===== src/rtl/fetch_unit.sv =====
// Instruction fetch stage: fetches on INSTR-phase cycles, presents the fetched
// word on the following DATA-phase cycle, and handles stalls, redirects and halt.
module fetch_unit #(
  parameter int unsigned       ADDR_W   = 16,
  parameter int unsigned       DATA_W   = 32,
  parameter logic [ADDR_W-1:0] RESET_PC = '0
) (
  input  logic              clk,
  input  logic              rst,
  input  logic              instr_phase,
  output logic [ADDR_W-1:0] mem_addr,
  output logic              mem_req,
  input  logic [DATA_W-1:0] mem_rdata,
  input  logic              mem_ready,
  input  logic              pc_load,
  input  logic [ADDR_W-1:0] pc_target,
  input  logic              halt,
  output logic [DATA_W-1:0] instr,
  output logic [ADDR_W-1:0] instr_pc,
  output logic              instr_valid,
  output logic [7:0]        miss_count,
  output logic              phase_err
);

  typedef enum logic [1:0] {
    ST_FETCH,
    ST_ISSUE,
    ST_BUBBLE
  } state_t;

  state_t            state;
  logic [ADDR_W-1:0] pc;
  logic [ADDR_W-1:0] pend_target;
  logic              pend;

  assign mem_addr = pc;
  assign mem_req  = instr_phase & ~halt & rst;

  always_ff @(posedge clk or negedge rst) begin
    if (!rst) begin
      state       <= ST_FETCH;
      pc          <= RESET_PC;
      pend_target <= '0;
      pend        <= 1'b0;
      instr       <= '0;
      instr_pc    <= '0;
      instr_valid <= 1'b0;
      miss_count  <= '0;
      phase_err   <= 1'b0;
    end else if (instr_phase) begin
      // An INSTR cycle outside ST_FETCH is flagged but still handled as a fetch.
      if (state != ST_FETCH)
        phase_err <= 1'b1;
      if (pc_load || pend) begin
        pc          <= pc_load ? pc_target : pend_target;
        pend        <= 1'b0;
        state       <= ST_BUBBLE;
        instr_valid <= 1'b0;
      end else if (halt) begin
        state       <= ST_BUBBLE;
        instr_valid <= 1'b0;
      end else if (mem_ready) begin
        instr       <= mem_rdata;
        instr_pc    <= pc;
        pc          <= pc + ADDR_W'(1);
        state       <= ST_ISSUE;
        instr_valid <= 1'b1;
      end else begin
        if (miss_count != 8'hFF)
          miss_count <= miss_count + 8'd1;
        state       <= ST_BUBBLE;
        instr_valid <= 1'b0;
      end
    end else begin
      // DATA cycle: legal only after a fetch; a redirect here waits for the next INSTR cycle.
      if (state == ST_FETCH)
        phase_err <= 1'b1;
      if (pc_load) begin
        pend_target <= pc_target;
        pend        <= 1'b1;
      end
      state       <= ST_FETCH;
      instr_valid <= 1'b0;
    end
  end

endmodule


===== config.mk =====
export PLATFORM = sky130hd
export DESIGN_NAME = fetch_unit
export DESIGN_NICKNAME = d
export VERILOG_FILES = /design/src/rtl/fetch_unit.sv
export SDC_FILE = /design/constraint.sdc
export NUM_CORES = 1
export LEC_CHECK = 0
export CAP_MARGIN = 20
export CORE_MARGIN = 2
export CORE_UTILIZATION = 42
export CTS_BUF_LIST = sky130_fd_sc_hd__clkbuf_8
export DETAILED_ROUTE_END_ITERATION = 6
export GPL_ROUTABILITY_DRIVEN = 0
export PLACE_DENSITY = 0.74
export SLEW_MARGIN = 30
export SYNTH_ARGS = -nofsm -noshare
export SYNTH_HDL_FRONTEND = slang
export SYNTH_SLANG_ARGS = --single-unit

===== constraint.sdc =====
create_clock -name clk -period 3.9 [get_ports clk]
set_clock_uncertainty 0.2 [all_clocks]
set_input_delay 0.78 -clock clk [delete_from_list [all_inputs] [get_ports clk]]
set_output_delay 0.78 -clock clk [all_outputs]
set_load 0.02 [all_outputs]

* Word-level counts from Yosys, hierarchy flattened
Index checks and enable logic that the tools add are counted.
Operators by class: add/sub/neg operators 2, eq/ne operators 4, multiplexer cells 18, bitwise logic cells 5, reduce and logical (&&, ||, !) cells 11
Operator list (number):
- $mux 16 | 4
- $add 16x1->16 const B | 1
- $mux 1 | 10
- $add 8x1->8 const B | 1
- $mux 2 | 4
- $ne 8x8->1 const B | 1
- $reduce_bool 2->1 | 4
- $ne 2x1->1 const B | 3
- $reduce_and 5->1 | 1
- $reduce_and 2->1 | 2
- $reduce_and 4->1 | 1
- $not 1->1 | 3
- $reduce_and 3->1 | 1
- $and 1x1->1 | 2
- $logic_not 2->1 | 1
- $logic_or 1x1->1 | 1
Storage, ports and cells: register bits 93, input bits 54, output and inout port bits 75, word-level logic and storage cells 49

* Depth between registers and ports, before layout
Gate-level depths: netlist of run 1.
word-level depth 4, depth in mapped cells 9, gate-level depth less buffers 5

* Least setup slack after synthesis of run 1
No wires, ideal clock.
path type input-to-reg, from input port pc_load, to register miss_count[1], setup time 0.125 ns, data arrival time 2.146 ns, required time 3.575 ns, slack 1.429 ns, cell stages on the path 4, buffers on the path 1, cell sequence buf_6 -> or4b_4 -> a311oi_4 -> mux2_2
Between the ends: cells in the longest elaborated chain, start to end 3
Ends and longest elaborated chain:
- start, declared | line 15 | input logic pc_load,
- $logic_or 1x1->1 | line 54 | if (pc_load || pend) begin
- $not 1->1 (no source line)
- $reduce_and 5->1 (no source line)
- end signal, assigned | line 70 | miss_count <= miss_count + 8'd1;
- end, declared | line 21 | output logic [7:0] miss_count,
Every way passes these cells. A chain may end at the register's enable or synchronous reset.

* Worst setup path in the final report of run 1
from input port mem_ready, to register instr[2]
Between the ends: cells in the longest elaborated chain, start to end 1
Ends and longest elaborated chain:
- start, declared | line 14 | input logic mem_ready,
- $reduce_and 4->1 (no source line)
- end signal, assigned | line 63 | instr <= mem_rdata;
- end, declared | line 18 | output logic [DATA_W-1:0] instr,
Every way passes these cells.

==> results of run 1 <==
==> metal layers <==
layer  vias to the layer above  global-route usage, %
met3                        17                   4.85
met1                      1528                   24.5
li1                       1440                      -
met2                       112                   31.5
met5                         -                      0
met4                         0                   7.34
==> layout by cell type (no fill, tap or decap), types with 2 or more instances in the layout <==
cell type / synthesis / layout
a21oi_1: 18 / 18
a2bb2oi_1: 2 / 2
a311oi_1: 2 / 2
a31oi_1: 4 / 4
and2_1: 2 / 2
and3_1: 5 / 5
and4_1: 4 / 4
buf_4: 1 / 10
bufinv_16: 0 / 2
clkbuf_8: 0 / 11
clkdlybuf4s50_1: 0 / 127
dfrtp_1: 92 / 92
ha_1: 2 / 2
inv_1: 5 / 5
mux2_2: 36 / 36
mux2_4: 27 / 27
mux2i_1: 3 / 3
nand2_1: 11 / 11
nand2b_1: 3 / 3
nand3_1: 8 / 8
nand4_1: 9 / 9
nor2_1: 13 / 13
nor3_1: 3 / 3
o21a_1: 2 / 2
o21ai_0: 11 / 11
o22a_1: 6 / 6
o22ai_1: 6 / 6
xnor2_1: 6 / 6
==> area by class of cell <==
class	instances	area, µm²	share of cell area, %
Inverter	6	25.0	0.431
Timing Repair Buffer	137	1350	23.2
Sequential cell	92	2300	39.7
Clock buffer	11	151	2.61
Clock inverter	4	72.6	1.25
Multi-Input combinational cell	204	1740	29.9
Tap cell	133	166	2.87
==> through the flow <==
step / hold WS (ps) / utilization [%] / area, µm² / power, mW
6_report: 278 / 59.6 / 5800 / 3.08
2_1_floorplan: 272 / - / 4170 / 1.85
5_1_grt: 305 / 59.6 / 5800 / 3.23
3_5_place_dp: 268 / 57.3 / 5580 / 2.39
4_1_cts: 287 / 59.6 / 5800 / 3.11
3_3_place_gp: 263 / 57.3 / 5580 / 2.36
==> worst max path at each step <==
| stage | start | to | slack, ps | depth (start not counted) |
|---|---|---|---|---|
| 3_3_place_gp | mem_ready | instr[1] | 560 | 6 |
| 5_1_grt | mem_ready | instr[2] | 760 | 6 |
| 4_1_cts | mem_ready | instr[2] | 860 | 6 |
| 6_report | mem_ready | instr[2] | 850 | 6 |
| 3_5_place_dp | mem_ready | instr[2] | 480 | 6 |
| 2_1_floorplan | pc_load | miss_count[1] | 1430 | 4 |
==> cell families (layout without fill, tap and decap cells) <==
kind of cell	after synthesis	after routing	synth area share, %
xor gates and xnor gates	7	7	1.47
muxes	66	66	20.1
and+or+nand+nor	65	65	8.84
adders and majority gates	2	2	0.599
DFF	92	92	55.2
buffers and inverters	24	158	3.27
AOI/OAI and AO/OA	64	64	10.5
==> cell usage after synthesis (8+ instances only) <==
cell / n / area, µm²
mux2_4: 27 / 405
mux2_2: 36 / 405
nand2_1: 11 / 41.3
nor2_1: 13 / 48.8
a21oi_1: 18 / 90.1
nand3_1: 8 / 40.0
dfrtp_1: 92 / 2300
clkbuf_1: 10 / 37.5
o21ai_0: 11 / 55.1
nand4_1: 9 / 56.3
==> registers in the layout (all words and copies together), names as in the netlist <==
signal       count
instr_pc        16
phase_err        1
miss_count       8
pend             1
mem_addr        16
state            2
instr           32
pend_target     16
==> critical path, delay by kind of cell <==
family | cells | cell delay, ps
AOI/OAI and AO/OA | 1 | 480
buffers and inverters | 2 | 970
muxes | 1 | 400
and+or+nand+nor | 2 | 450
==> where the power goes <==
| part | switching [mW] | total (mW) | internal (mW) |
|---|---|---|---|
| combinational | 0.476 | 1.04 | 0.569 |
| clock | 0.327 | 0.719 | 0.391 |
| sequential | 0.167 | 1.32 | 1.16 |
| total | 0.970 | 3.08 | 2.12 |
==> results.toml, run 1 <==
[placement]
place_ws_ps = 477
place.port_buffers = 128
placedCellCount = 572
dp_hpwl_mm = 7.20

[power_and_ir_drop]
ir_worst_vdd_v = 0.000220
pwr_density_cell_nw_per_um2 = 532
power_leakage_nw = 2.41

[clock_tree]
cts-resized-gates = 0
clk_pin_slew_worst_paths_ps = 90
cts_buffers = 9
clock_path_buffers = 2
tritoncts = "built"
post_cts_buffers = 0
cts_root_buf = "clkbuf_8"
clkSinkCount = 92
htree_levels = 3
cts_hold_buf = 0
worstSkewPairLatency_ps = 360

[final_layout]
nets = 506
nFillCells = 836
drive_gt1_share_pct = 20.5
insertedDiodeCount = 0
area_growth_pct = 38.9
final_cells = 587

[min_path]
hold_class = "flop to flop"
hp-start = "phase_err"
holdPathEnd = "phase_err"
min_path_cells = 1

[critical_path]
endpoint_kind = "flop"
worst_path_max_delay_cell = "clkdlybuf4s50_1"
path_class = "primary input to flop"
required_ps = 3960
r2r_start = "pend"
r2r_slack_ps = 1180
rr_endpoint = "instr[2]"
cp_max_fo = 35
crit_path_max_incr_delay_ps = 520
start_kind = "primary input"
cp_cell_sequence = "clkdlybuf4s50_1 > nor2b_1 > o21a_1 > nand2_8 > inv_4 > mux2_2"
rr_worst_depth = 5
cp.arrival_ps = 3100

[global_routing]
grt_antenna_before_repair = 0
grt_pass1_vias = 3354
grt-ovfl-total = 0
grt_pass1_wl_mm = 16.5
grt_max_degree = 52
globalRouteTotalUtil_pct = 19.2

[routing]
route.met2.wl_mm = 4.82
ant_nets = 0
dr.first_iter.drc_count = 154
top_layer_used = "met4"
vias = 3097
via_per_inst = 5.28
drc = 0
wl_per_cell_um = 17.1
wl_met1_mm = 4.38
wl_met3_um = 613
dr.pass1.iters = 4
finalWirelength_mm = 10.0

[floorplan]
die_area_um2 = 10800
initial_core_util_pct = 42.9
die_h_um = 104
coreArea_um2 = 9730
ios = 129
dieWidth_um = 104
rows = 36

[synth]
synth_edf_count = 0
synthArstFlopShare_pct = 100
syn-cell-area_um2 = 4170
yosysSeqAreaShare_pct = 55.2
synth_seq_cells = 92
ys_warn_count = 0
syn_inst = 320
syn-num-nets = 376
synth.distinct_cells = 50
synth.avg_cell_area_um2 = 13.0
synth_flop_cell = "dfrtp_1"

[timing]
fin_tns_setup_ps = 0
finalCritPeriodShare_pct = 78.1
drv_slew = 0
slew-limit-headroom_pct = 57.7
worst_slack_ps = 854
rsz0062_at_grt = "no"
fmax_ghz = 0.328
fin_crit_ps = 3050
worstMarginPinSlew_ps = 634
final-hold-violation-count = 0
setup_viol = 0

[status]
status = "completed"

[flow_run]
drv_cap = 0
(Power assumes the default switching activity.)
==> run 2, diff against run 1 <==
--- a/config.mk
+++ b/config.mk
@@ -11,7 +11,7 @@
 export CTS_BUF_LIST = sky130_fd_sc_hd__clkbuf_8
 export DETAILED_ROUTE_END_ITERATION = 6
 export GPL_ROUTABILITY_DRIVEN = 0
-export PLACE_DENSITY = 0.74
+export PLACE_DENSITY = 0.77
 export SLEW_MARGIN = 30
 export SYNTH_ARGS = -nofsm -noshare
 export SYNTH_HDL_FRONTEND = slang
==> constraint.sdc (replaced) <==
create_clock -name clk -period 2.5 [get_ports clk]
set_clock_uncertainty 0.2 [all_clocks]
set_input_delay 0.5 -clock clk [delete_from_list [all_inputs] [get_ports clk]]
set_output_delay 0.5 -clock clk [all_outputs]
set_load 0.02 [all_outputs]
==> run 2 against run 1 <==
Against the previous run: worst setup slack worse by 610 ps; count of clock-buffer cells in the layout decreased by 2; register-to-register slack worse by 700 ps; largest power group unchanged; via count rose by 1.8%; highest routed layer unchanged; first-iteration DRC count fell by 32%; critical path depth shrank 5; combinational power up 60%; hold slack got worse by 140 ps; utilization grew 1.2 points; sequential power is 56% higher; critical path type is now flop to primary output; die area unchanged.
==> results.toml, run 2 (synthesis results as in run 1) <==
[placement]
dp_hpwl_mm = 7.51
place.port_buffers = 128
placed_area_um2 = 5700
placedCellCount = 585

[critical_path]
start_kind = "flop"
r2r_slack_ps = 480
rr_worst_depth = 5
path_class = "flop to primary output"
cp.arrival_ps = 1560
r2r_start = "mem_addr[0]"
required_ps = 1800
rr_endpoint = "mem_addr[14]"
worst_path_max_delay_cell = "clkdlybuf4s50_1"
crit_path_max_incr_delay_ps = 670
cp_max_fo = 9
worst-path-buf-inv = 1
endpoint_kind = "primary output"
cp_cell_sequence = "clkdlybuf4s50_1"
crit_family = "buffers and inverters"

[floorplan]
die_h_um = 104
initial_core_util_pct = 42.9
rows = 36
coreArea_um2 = 9730
die_area_um2 = 10800
ios = 129
dieWidth_um = 104

[clock_tree]
clock_path_buffers = 2
clkSinkCount = 92
post_cts_buffers = 0
tritoncts = "built"
worstSkewPairLatency_ps = 350
cts_buffers = 9
clk_pin_slew_worst_paths_ps = 90
cts_root_buf = "clkbuf_8"
htree_levels = 3

[final_layout]
fin_util_pct = 60.8
final_area_um2 = 5910
nFillCells = 796
mostFrequentLayoutCells = "clkdlybuf4s50_1, dfrtp_1, mux2_2, mux2_4, buf_4"
final_cells = 600
drive_gt1_share_pct = 22.7
largest_register = "instr"
layout_commonest_cell = "clkdlybuf4s50_1"
insertedDiodeCount = 0
largest_register_ffs = 32
area_growth_pct = 41.7
nets = 519

[power_and_ir_drop]
switching_share_pct = 32.0
switchingPower_mw = 1.54
p_int_mw = 3.27
clkPwrFrac_pct = 22.6
ir_worst_vdd_v = 0.000419
total_power_mw = 4.80
pwr_density_cell_nw_per_um2 = 812
pwr-share-seq_pct = 42.8
power_leakage_nw = 2.48
power.share.combinational_pct = 34.5

[global_routing]
grt_max_degree = 62
grt_pass1_wl_mm = 16.7
grt_antenna_before_repair = 0
grt_pass1_vias = 3289
globalRouteTotalUtil_pct = 19.3
grt-ovfl-total = 0

[timing]
fmax_ghz = 0.443
setup_viol = 0
drv_slew = 0
finalCritPeriodShare_pct = 90.3
fin_crit_ps = 2260
worstMarginPinSlew_ps = 774
whs_ps = 136
rsz0062_at_grt = "no"
slew-limit-headroom_pct = 48.4
final-hold-violation-count = 0

[status]
status = "completed"

[routing]
finalWirelength_mm = 10.2
dr.first_iter.drc_count = 105
vias = 3154
wl_per_cell_um = 17.0
via_per_inst = 5.26
ant_nets = 0
dr.pass1.iters = 4
drc = 0

[min_path]
hold_class = "primary input to asynchronous set/reset pin"

[flow_run]
drv_cap = 0
-- run 2: cell types whose count changed in the layout (fill, tap and decap cells not counted) --
cell and delta:
buf_12 +2, buf_4 +11, clkbuf_8 -2, clkdlybuf4s50_1 -1, clkinvlp_4 +1, dlymetal6s2s_1 +1
inv_6 +1
-- run 2: power by group through the flow --
stage / clock [mW] / combinational, mW / sequential, mW
floorplan: 0 / 0.515 / 2.37
CTS: 1.11 / 1.68 / 2.06
finish: 1.09 / 1.66 / 2.06
global placement: 0 / 1.64 / 2.06
global route: 1.18 / 1.76 / 2.10
detailed placement: 0 / 1.68 / 2.08
-- run 2: worst max path at each step --
| stage | to | slack [ps] | cells past startpoint | start |
|---|---|---|---|---|
| after floorplan | miss_count[1] | 310 | 4 | pc_load |
| after global placement | miss_count[6] | -30 | 6 | pc_load |
| after detailed placement | miss_count[6] | -50 | 6 | pc_load |
| after CTS | mem_req | 30 | 3 | halt |
| after global routing | mem_addr[5] | 180 | 1 | mem_addr[5] |
| final | mem_addr[3] | 240 | 1 | mem_addr[3] |
-- run 2: area by class of cell --
type                       instances  area (µm²)  share of cell area [%]
clock buffer                       9         124                    2.09
clock inverter                     6        88.8                    1.50
inverter                           6        25.0                   0.423
multi-input combinational        204        1740                    29.3
sequential                        92        2300                    38.9
tap                              133         166                    2.81
timing repair buffer             150        1470                    24.9
-- run 2: metrics by stage --
| stage | setup slack [ps] | setup TNS (ps) |
|---|---|---|
| after floorplan | 309 | 0 |
| after global placement | -32.6 | -84.7 |
| after detailed placement | -53.9 | -169 |
| after CTS | 33.0 | 0 |
| after global routing | 183 | 0 |
| final | 242 | 0 |
-- run 2: repair_timing --
| action | in CTS | in global routing |
|---|---|---|
| setup endpoints to repair | 0 | 1 |
| endpoints found under the hold margin | 0 | 0 |
| gates resized for setup | 0 | 1 |
| hold buffers | 0 | 0 |
-- run 2: layer usage --
| metal | share of wire, % | GRT usage, % |
|---|---|---|
| met4 | 1.6 | 6.08 |
| met2 | 50 | 32.5 |
| met3 | 5.7 | 4.41 |
| met5 | 0 | 0 |
| met1 | 42 | 24.8 |
==> run 3, diff against run 2 <==
--- a/config.mk
+++ b/config.mk
@@ -6,12 +6,14 @@
 export NUM_CORES = 1
 export LEC_CHECK = 0
 export CAP_MARGIN = 20
+export CELL_PAD_IN_SITES_DETAIL_PLACEMENT = 1
+export CELL_PAD_IN_SITES_GLOBAL_PLACEMENT = 2
 export CORE_MARGIN = 2
-export CORE_UTILIZATION = 42
+export CORE_UTILIZATION = 28
 export CTS_BUF_LIST = sky130_fd_sc_hd__clkbuf_8
 export DETAILED_ROUTE_END_ITERATION = 6
 export GPL_ROUTABILITY_DRIVEN = 0
-export PLACE_DENSITY = 0.77
+export PLACE_DENSITY = 0.79
 export SLEW_MARGIN = 30
 export SYNTH_ARGS = -nofsm -noshare
 export SYNTH_HDL_FRONTEND = slang
==> run 3 against run 2 <==
Against the previous run: first-iteration DRC count down 28%; total power grew 0.32%; sequential cell count unchanged; critical endpoint is now mem_req; hold slack worse by 100 ps; utilization is 20 points lower; sequential share of layout area shrank 0.42 points; final area rose by 1.1%.
==> results.toml, run 3 (synthesis results as in run 1) <==
[power_and_ir_drop]
ir_worst_vdd_v = 0.000323
pwr-share-seq_pct = 42.8
switching_share_pct = 32.3
power_leakage_nw = 2.47
pwr_density_cell_nw_per_um2 = 806
clkPwrFrac_pct = 22.7
p_int_mw = 3.26
power.share.combinational_pct = 34.5
switchingPower_mw = 1.56

[clock_tree]
cts_root_buf = "clkbuf_8"
clkSinkCount = 92
htree_levels = 3
clock_path_buffers = 2
cts_buffers = 9
cts-resized-gates = 0
clk_pin_slew_worst_paths_ps = 90
tritoncts = "built"
cts_hold_buf = 0
worstSkewPairLatency_ps = 380
post_cts_buffers = 0

[final_layout]
mostFrequentLayoutCells = "clkdlybuf4s50_1, dfrtp_1, mux2_2, mux2_4, a21oi_1"
drive_gt1_share_pct = 22.2
final_cells = 649
area_growth_pct = 43.2
nets = 517
largest_register = "instr"
largest_register_ffs = 32
insertedDiodeCount = 0
layout_commonest_cell = "clkdlybuf4s50_1"

[timing]
fin_tns_setup_ps = 0
worstMarginPinSlew_ps = 635
rsz0062_at_grt = "no"
slew-limit-headroom_pct = 57.7
fmax_ghz = 0.407
fin_crit_ps = 2450
setup_viol = 0
finalCritPeriodShare_pct = 98.2
drv_slew = 0
final-hold-violation-count = 0

[routing]
ant_nets = 0
wl_per_cell_um = 18.0
drc = 0
via_per_inst = 4.88
vias = 3170
dr.pass1.iters = 4
dr.first_iter.drc_count = 76
finalWirelength_mm = 11.7

[critical_path]
cp_cell_sequence = "clkdlybuf4s50_1 > and3b_1 > clkdlybuf4s50_1"
required_ps = 1800
crit_path_max_incr_delay_ps = 600
start_kind = "primary input"
cp_max_fo = 3
endpoint_kind = "primary output"
path_class = "primary input to primary output"
cp.arrival_ps = 1750
worst_path_max_delay_cell = "clkdlybuf4s50_1"
cp_common_cell = "clkdlybuf4s50_1"

[floorplan]
coreArea_um2 = 14500
dieWidth_um = 126
die_h_um = 126
ios = 129
initial_core_util_pct = 28.7
die_area_um2 = 15900
rows = 44

[status]
status = "completed"

[placement]
dp_hpwl_mm = 8.39
place.port_buffers = 128
placedCellCount = 634

[flow_run]
drv_cap = 0

[global_routing]
grt-ovfl-total = 0
grt_pass1_vias = 3632
grt_max_degree = 49
globalRouteTotalUtil_pct = 15.4
grt_antenna_before_repair = 0
grt_pass1_wl_mm = 19.4

[min_path]
hold_class = "primary input to asynchronous set/reset pin"
## run 3: changes by cell type in the layout (fill, tap and decap cells not counted), sizes merged
cell / change
buf: -2
clkdlybuf4s50: +1
clkinv: +1
clkinvlp: -1
dlymetal6s2s: -1
## run 3: power groups by stage
stage | Sequential [mW] | Combinational (mW) | Clock [mW]
after detailed placement | 2.09 | 1.68 | 0
after floorplan | 2.37 | 0.515 | 0
after CTS | 2.07 | 1.69 | 1.14
final | 2.06 | 1.66 | 1.09
after global placement | 2.07 | 1.66 | 0
after global routing | 2.12 | 1.77 | 1.19
## run 3: path summary, 6_finish.rpt
check                                    from        endpoint  cells past startpoint  slack (ps)
worst max-delay path                     halt         mem_req                      3          50
worst min-delay path                      rst  pend_target[4]                      2          30
worst max register to register  miss_count[0]   miss_count[2]                      6         440
worst min register to register      phase_err       phase_err                      1         280
max in group asynchronous                 rst  pend_target[3]                      3         990
min in group clk                    phase_err       phase_err                      1         280
## run 3: layout make-up
class,instances,area (µm²)
fillers,1587,8560
multi-input cells,204,1740
inverters,6,25.0
repair buffers,148,1480
well taps,184,230
clock inverters,6,81.3
clock buffers,9,124
flip-flops and latches,92,2300
## run 3: critical path: cells and delay by family
family,cells,cell delay (ps)
buf+inv,2,1040
simple gates,1,220
## run 3: metal layers
layer  global-route usage [%]  up-vias  wire [µm]
li1                         -     1452          -
met1                     18.7     1617       4910
met2                     26.0       90       5830
met3                     4.55       11        781
met4                     5.62        0        176
met5                        0        -          0
## run 3: through the flow
stage | util [%] | instance area, µm² | hold WS (ps) | setup WS (ps) | power [mW]
6_report | 41.1 | 5980 | 34.3 | 45.3 | 4.82
5_1_grt | 41.1 | 5980 | 83.4 | 24.4 | 5.09
4_1_cts | 41.1 | 5980 | 42.6 | 28.1 | 4.90
3_5_place_dp | 39.7 | 5770 | 264 | -126 | 3.77
3_3_place_gp | 39.7 | 5770 | 258 | -57.7 | 3.73
2_1_floorplan | - | 4170 | 4.41 | 309 | 2.89
